==> src/rtl/vga_fb_arbiter_if.sv <==
// Signal bundle between the framebuffer arbiter and its display, writer and RAM neighbours.
// The arbiter takes the slave view; the environment (timing logic, writer, RAM) takes master.
interface vga_fb_arbiter_if #(
  parameter int unsigned ADDR_W = 17,
  parameter int unsigned DATA_W = 16
);
  logic              frame_start;
  logic              pix_pop;
  logic [DATA_W-1:0] pix_data;
  logic              pix_valid;
  logic              underflow;
  logic              wr_valid;
  logic              wr_ready;
  logic [ADDR_W-1:0] wr_addr;
  logic [DATA_W-1:0] wr_data;
  logic              ram_en;
  logic              ram_we;
  logic [ADDR_W-1:0] ram_addr;
  logic [DATA_W-1:0] ram_wdata;
  logic [DATA_W-1:0] ram_rdata;

  modport slave (
    input  frame_start, pix_pop, wr_valid, wr_addr, wr_data, ram_rdata,
    output pix_data, pix_valid, underflow, wr_ready, ram_en, ram_we, ram_addr, ram_wdata
  );

  modport master (
    output frame_start, pix_pop, wr_valid, wr_addr, wr_data, ram_rdata,
    input  pix_data, pix_valid, underflow, wr_ready, ram_en, ram_we, ram_addr, ram_wdata
  );
endinterface

==> src/rtl/vga_fb_arbiter.sv <==
// Shares a single-port synchronous framebuffer RAM between display prefetch and a pixel writer.
// Fetch has strict priority until the prefetch FIFO (plus reads in flight) reaches HIGH_WM.
module vga_fb_arbiter #(
  parameter int unsigned ADDR_W     = 17,
  parameter int unsigned DATA_W     = 16,
  parameter int unsigned FB_WORDS   = 76800,
  parameter int unsigned FIFO_DEPTH = 8,
  parameter int unsigned HIGH_WM    = 6
) (
  input logic            clk,
  input logic            reset,
  vga_fb_arbiter_if.slave bus
);
  localparam int unsigned PW = $clog2(FIFO_DEPTH);
  localparam int unsigned CW = PW + 1;

  logic [DATA_W-1:0] r_mem [FIFO_DEPTH];
  logic [PW-1:0]     r_wptr;
  logic [PW-1:0]     r_rptr;
  logic [CW-1:0]     r_count;
  logic [ADDR_W-1:0] r_fetch_addr;
  logic              r_rd1;        // read presented on the RAM bus this cycle
  logic              r_rd2;        // read data on ram_rdata this cycle
  logic              r_underflow;
  logic              r_ram_en;
  logic              r_ram_we;
  logic [ADDR_W-1:0] r_ram_addr;
  logic [DATA_W-1:0] r_ram_wdata;

  logic [CW-1:0] w_occ;
  logic          w_pix_valid;
  logic          w_fetch_ok;
  logic          w_wr_ready;
  logic          w_wr_go;
  logic          w_wr_keep;
  logic          w_fetch_go;
  logic          w_push;
  logic          w_pop;

  assign w_occ       = r_count + CW'(r_rd1) + CW'(r_rd2);
  assign w_pix_valid = (r_count != '0);
  assign w_fetch_ok  = (r_fetch_addr < ADDR_W'(FB_WORDS)) && (w_occ < CW'(FIFO_DEPTH)) &&
                       !bus.frame_start;
  assign w_wr_ready  = !((w_occ < CW'(HIGH_WM)) && w_fetch_ok);
  assign w_wr_go     = bus.wr_valid && w_wr_ready;
  // Out-of-range writes complete the handshake but never reach the RAM.
  assign w_wr_keep   = w_wr_go && (bus.wr_addr < ADDR_W'(FB_WORDS));
  assign w_fetch_go  = w_fetch_ok && !w_wr_go;
  // A flush discards the returning read and any pop in the same cycle.
  assign w_push      = r_rd2 && !bus.frame_start;
  assign w_pop       = bus.pix_pop && w_pix_valid && !bus.frame_start;

  always_ff @(posedge clk or posedge reset) begin
    if (reset) begin
      for (int i = 0; i < FIFO_DEPTH; i++) r_mem[i] <= '0;
      r_wptr       <= '0;
      r_rptr       <= '0;
      r_count      <= '0;
      r_fetch_addr <= '0;
      r_rd1        <= 1'b0;
      r_rd2        <= 1'b0;
      r_underflow  <= 1'b0;
      r_ram_en     <= 1'b0;
      r_ram_we     <= 1'b0;
      r_ram_addr   <= '0;
      r_ram_wdata  <= '0;
    end else begin
      r_rd1 <= w_fetch_go;
      r_rd2 <= r_rd1 && !bus.frame_start;

      if (bus.frame_start) begin
        r_fetch_addr <= '0;
        r_wptr       <= '0;
        r_rptr       <= '0;
        r_count      <= '0;
      end else begin
        if (w_fetch_go) r_fetch_addr <= r_fetch_addr + ADDR_W'(1);
        if (w_push) begin
          r_mem[r_wptr] <= bus.ram_rdata;
          r_wptr        <= r_wptr + PW'(1);
        end
        if (w_pop) r_rptr <= r_rptr + PW'(1);
        if (w_push && !w_pop) r_count <= r_count + CW'(1);
        else if (!w_push && w_pop) r_count <= r_count - CW'(1);
      end

      if (bus.pix_pop && !w_pix_valid) r_underflow <= 1'b1;

      r_ram_en <= w_fetch_go || w_wr_keep;
      r_ram_we <= w_wr_keep;
      if (w_fetch_go) begin
        r_ram_addr <= r_fetch_addr;
      end else if (w_wr_keep) begin
        r_ram_addr  <= bus.wr_addr;
        r_ram_wdata <= bus.wr_data;
      end
    end
  end

  assign bus.pix_data  = r_mem[r_rptr];
  assign bus.pix_valid = w_pix_valid;
  assign bus.underflow = r_underflow;
  assign bus.wr_ready  = w_wr_ready;
  assign bus.ram_en    = r_ram_en;
  assign bus.ram_we    = r_ram_we;
  assign bus.ram_addr  = r_ram_addr;
  assign bus.ram_wdata = r_ram_wdata;
endmodule

==> src/flat_wrapper.sv <==
// flat-port wrapper written by rule: the top's interface ports become plain ports
module vga_fb_arbiter_flat 
#(
  parameter int unsigned ADDR_W     = 17,
  parameter int unsigned DATA_W     = 16,
  parameter int unsigned FB_WORDS   = 76800,
  parameter int unsigned FIFO_DEPTH = 8,
  parameter int unsigned HIGH_WM    = 6
)
  (clk, reset, bus_frame_start, bus_pix_pop, bus_wr_valid, bus_wr_addr, bus_wr_data, bus_ram_rdata, bus_pix_data, bus_pix_valid, bus_underflow, bus_wr_ready, bus_ram_en, bus_ram_we, bus_ram_addr, bus_ram_wdata);
  vga_fb_arbiter_if #(.ADDR_W(ADDR_W), .DATA_W(DATA_W)) bus_i ();
  input logic clk;
  input logic reset;
  input wire logic [$bits(bus_i.frame_start)-1:0] bus_frame_start;
  input wire logic [$bits(bus_i.pix_pop)-1:0] bus_pix_pop;
  input wire logic [$bits(bus_i.wr_valid)-1:0] bus_wr_valid;
  input wire logic [$bits(bus_i.wr_addr)-1:0] bus_wr_addr;
  input wire logic [$bits(bus_i.wr_data)-1:0] bus_wr_data;
  input wire logic [$bits(bus_i.ram_rdata)-1:0] bus_ram_rdata;
  output wire logic [$bits(bus_i.pix_data)-1:0] bus_pix_data;
  output wire logic [$bits(bus_i.pix_valid)-1:0] bus_pix_valid;
  output wire logic [$bits(bus_i.underflow)-1:0] bus_underflow;
  output wire logic [$bits(bus_i.wr_ready)-1:0] bus_wr_ready;
  output wire logic [$bits(bus_i.ram_en)-1:0] bus_ram_en;
  output wire logic [$bits(bus_i.ram_we)-1:0] bus_ram_we;
  output wire logic [$bits(bus_i.ram_addr)-1:0] bus_ram_addr;
  output wire logic [$bits(bus_i.ram_wdata)-1:0] bus_ram_wdata;
  assign bus_i.frame_start = bus_frame_start;
  assign bus_i.pix_pop = bus_pix_pop;
  assign bus_i.wr_valid = bus_wr_valid;
  assign bus_i.wr_addr = bus_wr_addr;
  assign bus_i.wr_data = bus_wr_data;
  assign bus_i.ram_rdata = bus_ram_rdata;
  assign bus_pix_data = bus_i.pix_data;
  assign bus_pix_valid = bus_i.pix_valid;
  assign bus_underflow = bus_i.underflow;
  assign bus_wr_ready = bus_i.wr_ready;
  assign bus_ram_en = bus_i.ram_en;
  assign bus_ram_we = bus_i.ram_we;
  assign bus_ram_addr = bus_i.ram_addr;
  assign bus_ram_wdata = bus_i.ram_wdata;
  vga_fb_arbiter #(.ADDR_W(ADDR_W), .DATA_W(DATA_W), .FB_WORDS(FB_WORDS), .FIFO_DEPTH(FIFO_DEPTH), .HIGH_WM(HIGH_WM)) u_core (.clk(clk), .reset(reset), .bus(bus_i));
endmodule
==> config.mk <==
export PLATFORM = sky130hd
export DESIGN_NAME = vga_fb_arbiter_flat
export DESIGN_NICKNAME = d
export VERILOG_FILES = /design/src/rtl/vga_fb_arbiter_if.sv /design/src/rtl/vga_fb_arbiter.sv /design/src/flat_wrapper.sv
export SDC_FILE = /design/constraint.sdc
export NUM_CORES = 1
export LEC_CHECK = 0
export BUFFER_PORTS_ARGS = -buffer_cell sky130_fd_sc_hd__buf_4
export CORE_MARGIN = 8
export CORE_UTILIZATION = 45
export CTS_CLUSTER_SIZE = 10
export DETAILED_ROUTE_END_ITERATION = 7
export PLACE_DENSITY = 0.69
export SKIP_CTS_REPAIR_TIMING = 1
export SYNTH_ARGS = -nofsm -noshare
export SYNTH_HDL_FRONTEND = slang
export SYNTH_SLANG_ARGS = --single-unit
==> constraint.sdc <==
create_clock -name clk -period 11.4 [get_ports clk]
set_clock_uncertainty 0.05 [all_clocks]
set_input_delay 2.28 -clock clk [delete_from_list [all_inputs] [get_ports clk]]
set_output_delay 2.28 -clock clk [all_outputs]
set_load 0.005 [all_outputs]
After elaboration in Yosys (flattened, before gate mapping)
Cells that the tools add are included.
Word-level totals
  register bits: 193
  input bits: 54
  output and inout port bits: 54
  logic and storage cells: 83
Cells by class
  add/subtract/negate cells: 7
  magnitude comparators: 7
  multiplexer cells: 17
  bitwise gates (word level): 4
  reduce and logical (&&, ||, !) cells: 29
Operator list (number)
  128-bit bitwise mux: 1
  17-bit two-way mux: 4
  16-bit binary-select mux with 3-bit select: 1
  16-bit demux with 3-bit select: 1
  16-bit two-way mux: 3
  17-bit less-than comparator, second input constant: 2
  17-bit by 1-bit adder with 17-bit output, second input constant: 1
  1-bit logical AND: 14
  3-bit two-way mux: 4
  4-bit two-way mux: 3
  4-bit by 1-bit adder with 4-bit output: 2
  4-bit greater-or-equal comparator, second input constant: 2
  3-bit inverter with 4-bit output: 2
  2-bit nonzero test: 4
  3-bit by 1-bit adder with 3-bit output, second input constant: 2
  1-bit zero test: 6
  4-bit by 1-bit adder with 4-bit output, second input constant: 1
  4-bit by 1-bit less-than comparator with 1-bit output, second input constant: 1
  4-bit by 3-bit less-than comparator with 1-bit output, second input constant: 1
  4-bit less-than comparator, second input constant: 1
  2-bit AND reduction: 2
  4-bit nonzero test: 1
  4-bit by 1-bit subtractor with 4-bit output, second input constant: 1
  3-bit nonzero test: 1
  2 further kinds: 3

Depth between registers and ports, before layout
  depth after elaboration: 12
  gate-level depth with buffers: 10
  depth with buffers taken out: 9

Worst setup path before layout
OpenSTA, ideal clock, no wires.
  path type: input to output
  start point: in bus_frame_start
  end point: out bus_wr_ready
  arrival: 2.716 ns
  slack: 6.354 ns
  stages: 3
  path buffers: 0
  cell sequence: nor2_1 a32o_1 nand3_1
Between the ends
  word-level cells in the longest chain between the ends: 4
RTL lines
  start: declaration: line flat_wrapper.sv:14  | input wire logic [$bits(bus_i.frame_start)-1:0] bus_frame_start;
  1-bit zero test: line vga_fb_arbiter.sv:43  | !bus.frame_start;
  1-bit logical AND: line vga_fb_arbiter.sv:42  | assign w_fetch_ok = (r_fetch_addr < ADDR_W'(FB_WORDS)) && (w_occ < CW'(FIFO_DEPTH)) &&
  1-bit logical AND: line vga_fb_arbiter.sv:44  | assign w_wr_ready = !((w_occ < CW'(HIGH_WM)) && w_fetch_ok);
  1-bit zero test: line vga_fb_arbiter.sv:44
  end: declaration: line flat_wrapper.sv:23  | output wire logic [$bits(bus_i.wr_ready)-1:0] bus_wr_ready;
No other way between the ends.

Worst setup path after layout
Same ends and word-level chain as after synthesis.

==> flow_summary.json <==
{
  "netlist_area_sq_um": 8770,
  "drv_cap": 0,
  "avgSynthCellArea_sq_um": 14.4,
  "ios": 108,
  "post-route-min-period_ps": 5590,
  "port_buffers": 107,
  "critPathMaxFanout": 25,
  "critPathCapture": "bus_wr_ready",
  "finalNonFillerCells": 985,
  "dp_cells": 953,
  "core_area_sq_um": 19300,
  "required_ps": 9070,
  "fin_nets": 769,
  "grt_setup_unrepaired": "no",
  "rr_startpoint": "u_core.r_rd2",
  "worstSetupPathType": "in2out",
  "drtAntennaViolNets": 0,
  "drt_iter0_drc": 271,
  "finalHoldViolations": 0,
  "power_density_nw_per_um2": 222,
  "min_path_type": "reg2reg",
  "n_antenna_cell": 0,
  "cts_root_buffer": "clkbuf_16",
  "leakage_uw": 0.00497,
  "cts_tree": "done",
  "timing.hold.ws_ps": 415,
  "max_freq_ghz": 0.179,
  "status": "completed",
  "tightest_slew_ps": 1090,
  "final_cell_mix": "191 x dfrtp_1, 161 x mux2_2, 115 x buf_4",
  "grt_util_all_layers_pct": 16.6,
  "viasPerCell": 5.53,
  "die_h_microns": 156,
  "setup_viol": 0,
  "slew_violations": 0,
  "clkTransAtPathRegs_ps": 70,
  "layout_commonest_cell": "dfrtp_1",
  "slew_headroom_pct": 27.2,
  "grt_pass1_wl_microns": 31800,
  "n_fill_cell": 1605,
  "wl_per_cell_microns": 19.4,
  "drt_first_pass_iters": 4,
  "grt_pass1_vias": 5896,
  "cts_made_buffers": 17,
  "critPathCaptureType": "primary output",
  "grt_max_degree": 107,
  "grt_overflow": 0,
  "hpwl_microns": 12200,
  "rows": 51,
  "drive_gt1_share_pct": 48.5,
  "final.setup.tns_ps": 0,
  "syn_inst": 607,
  "cp-startpoint": "bus_frame_start",
  "seq_area_frac_synth_pct": 55.1,
  "synth_seq_cells": 193,
  "gp_congestion": 0.776,
  "ir_worst_vdd_v": 0.000129,
  "critPathLaunchType": "input pin",
  "r2r-end": "u_core.r_fetch_addr[12]",
  "r2r_setup_slack_ps": 8120,
  "worstRegToRegCells": 9,
  "clock_path_buffers": 2,
  "syn2layout_area_growth_pct": 19.0,
  "clkSinkCount": 193,
  "yosysWarnings": 0,
  "syn_nets": 669,
  "antenna_found_initial": 0,
  "synth.distinct_cells": 45,
  "cp_data_arrival_time_ps": 3260,
  "htree_levels": 4,
  "vias": 5443,
  "initial_utilization_pct": 45.5,
  "die_width_microns": 156,
  "finalWirelength_microns": 19100,
  "drc_errors": 0,
  "die-area_sq_um": 24200,
  "period_share_pct": 49.0,
  "clk_latency_ps": 420
}
## where the power goes
part / internal (uW) / switching, uW
Combinational: 444 / 314
Sequential: 849 / 112
Clock: 313 / 283
## cell families (layout without fill, tap and decap cells)
kind of cell,Yosys count,after routing,synth area share [%]
buf+inv,46,159,2.23
fa+ha+maj,8,8,1.23
simple gates,81,81,4.89
compound gates,73,73,6.31
mux,199,199,29.6
xor+xnor,7,7,0.699
flops,193,193,55.1
## worst max-delay path: stages
cell and delay (ps):
buf_4 240, inv_1 190, a32o_1 320, nand3_1 110
buf_4 110
## synthesized netlist by cell type
master / number / area [sq um]
a22o_1: 15 / 131
ha_1: 7 / 87.6
nand2_1: 21 / 78.8
nand4_1: 3 / 18.8
o31ai_1: 9 / 67.6
mux2i_1: 6 / 60.1
a21oi_1: 13 / 65.1
o311ai_0: 1 / 8.76
nor3b_2: 2 / 25.0
xnor2_1: 4 / 35.0
a221o_1: 1 / 10.0
a221oi_4: 1 / 26.3
inv_1: 12 / 45.0
and2_1: 1 / 6.26
and3b_1: 1 / 8.76
nor2b_1: 5 / 31.3
mux2_2: 161 / 1810
or4_1: 7 / 52.6
a32o_1: 1 / 10.0
buf_2: 12 / 60.1
a32oi_1: 1 / 8.76
o41ai_1: 3 / 26.3
mux4_2: 32 / 721
or3_1: 2 / 12.5
a21o_1: 18 / 135
or2_2: 1 / 6.26
nor3_1: 2 / 10.0
and3_1: 2 / 12.5
nand3_2: 1 / 10.0
nor4_1: 1 / 6.26
nand3b_1: 3 / 22.5
nor2_1: 16 / 60.1
xor2_1: 3 / 26.3
clkbuf_1: 19 / 71.3
o211ai_1: 3 / 22.5
a21boi_0: 1 / 7.51
fa_1: 1 / 20.0
a211oi_1: 1 / 7.51
nand2b_1: 2 / 12.5
dfrtp_1: 193 / 4830
o21ai_0: 4 / 20.0
nand3_1: 11 / 55.1
buf_1: 2 / 7.51
buf_6: 1 / 11.3
a31oi_1: 1 / 6.26
## per-stage QoR
| step | utilization, % | total power, uW | setup slack [ps] | area (sq um) |
|---|---|---|---|---|
| after floorplan | - | 1450 | 3810 | 8770 |
| after global placement | 51.1 | 1710 | 5860 | 9840 |
| final | 54.1 | 2310 | 5810 | 10400 |
| after detailed placement | 51.1 | 1750 | 5810 | 9840 |
| after global routing | 54.1 | 2460 | 5730 | 10400 |
| after CTS | 54.1 | 2350 | 5800 | 10400 |
## per-layer routing
metal	global-route usage, %	share of wire [%]
met1	20.6	43
met4	3.56	0.84
met3	5.18	5.7
met5	0	0
met2	27.8	50
## state kept, by name, summed over array words and instances (netlist names)
signal,count
u_core.bus.ram_addr,17
u_core.bus.ram_en,1
u_core.bus.ram_wdata,16
u_core.bus.ram_we,1
u_core.bus.underflow,1
u_core.r_count,4
u_core.r_fetch_addr,17
u_core.r_mem,128
u_core.r_rd1,1
u_core.r_rd2,1
u_core.r_rptr,3
u_core.r_wptr,3
## area by class of cell
type / instances / area, sq um / area share (%)
Multi-Input combinational cell: 368 / 3760 / 36.1
Sequential cell: 193 / 4830 / 46.3
Clock buffer: 17 / 425 / 4.08
Tap cell: 265 / 332 / 3.18
Timing Repair Buffer: 115 / 863 / 8.27
Inverter: 12 / 50.0 / 0.480
Clock inverter: 15 / 166 / 1.59
## worst min path at each step
stage | slack [ps] | cells after the start | startpoint | endpoint
after global routing | 440 | 1 | u_core.bus.ram_addr[10] | u_core.bus.ram_addr[10]
after detailed placement | 400 | 1 | u_core.bus.underflow | u_core.bus.underflow
after CTS | 420 | 1 | u_core.bus.underflow | u_core.bus.underflow
after global placement | 400 | 1 | u_core.bus.underflow | u_core.bus.underflow
after floorplan | 400 | 1 | u_core.bus.underflow | u_core.bus.underflow
final | 410 | 1 | u_core.bus.underflow | u_core.bus.underflow
Power figures use the tool's default switching activity.
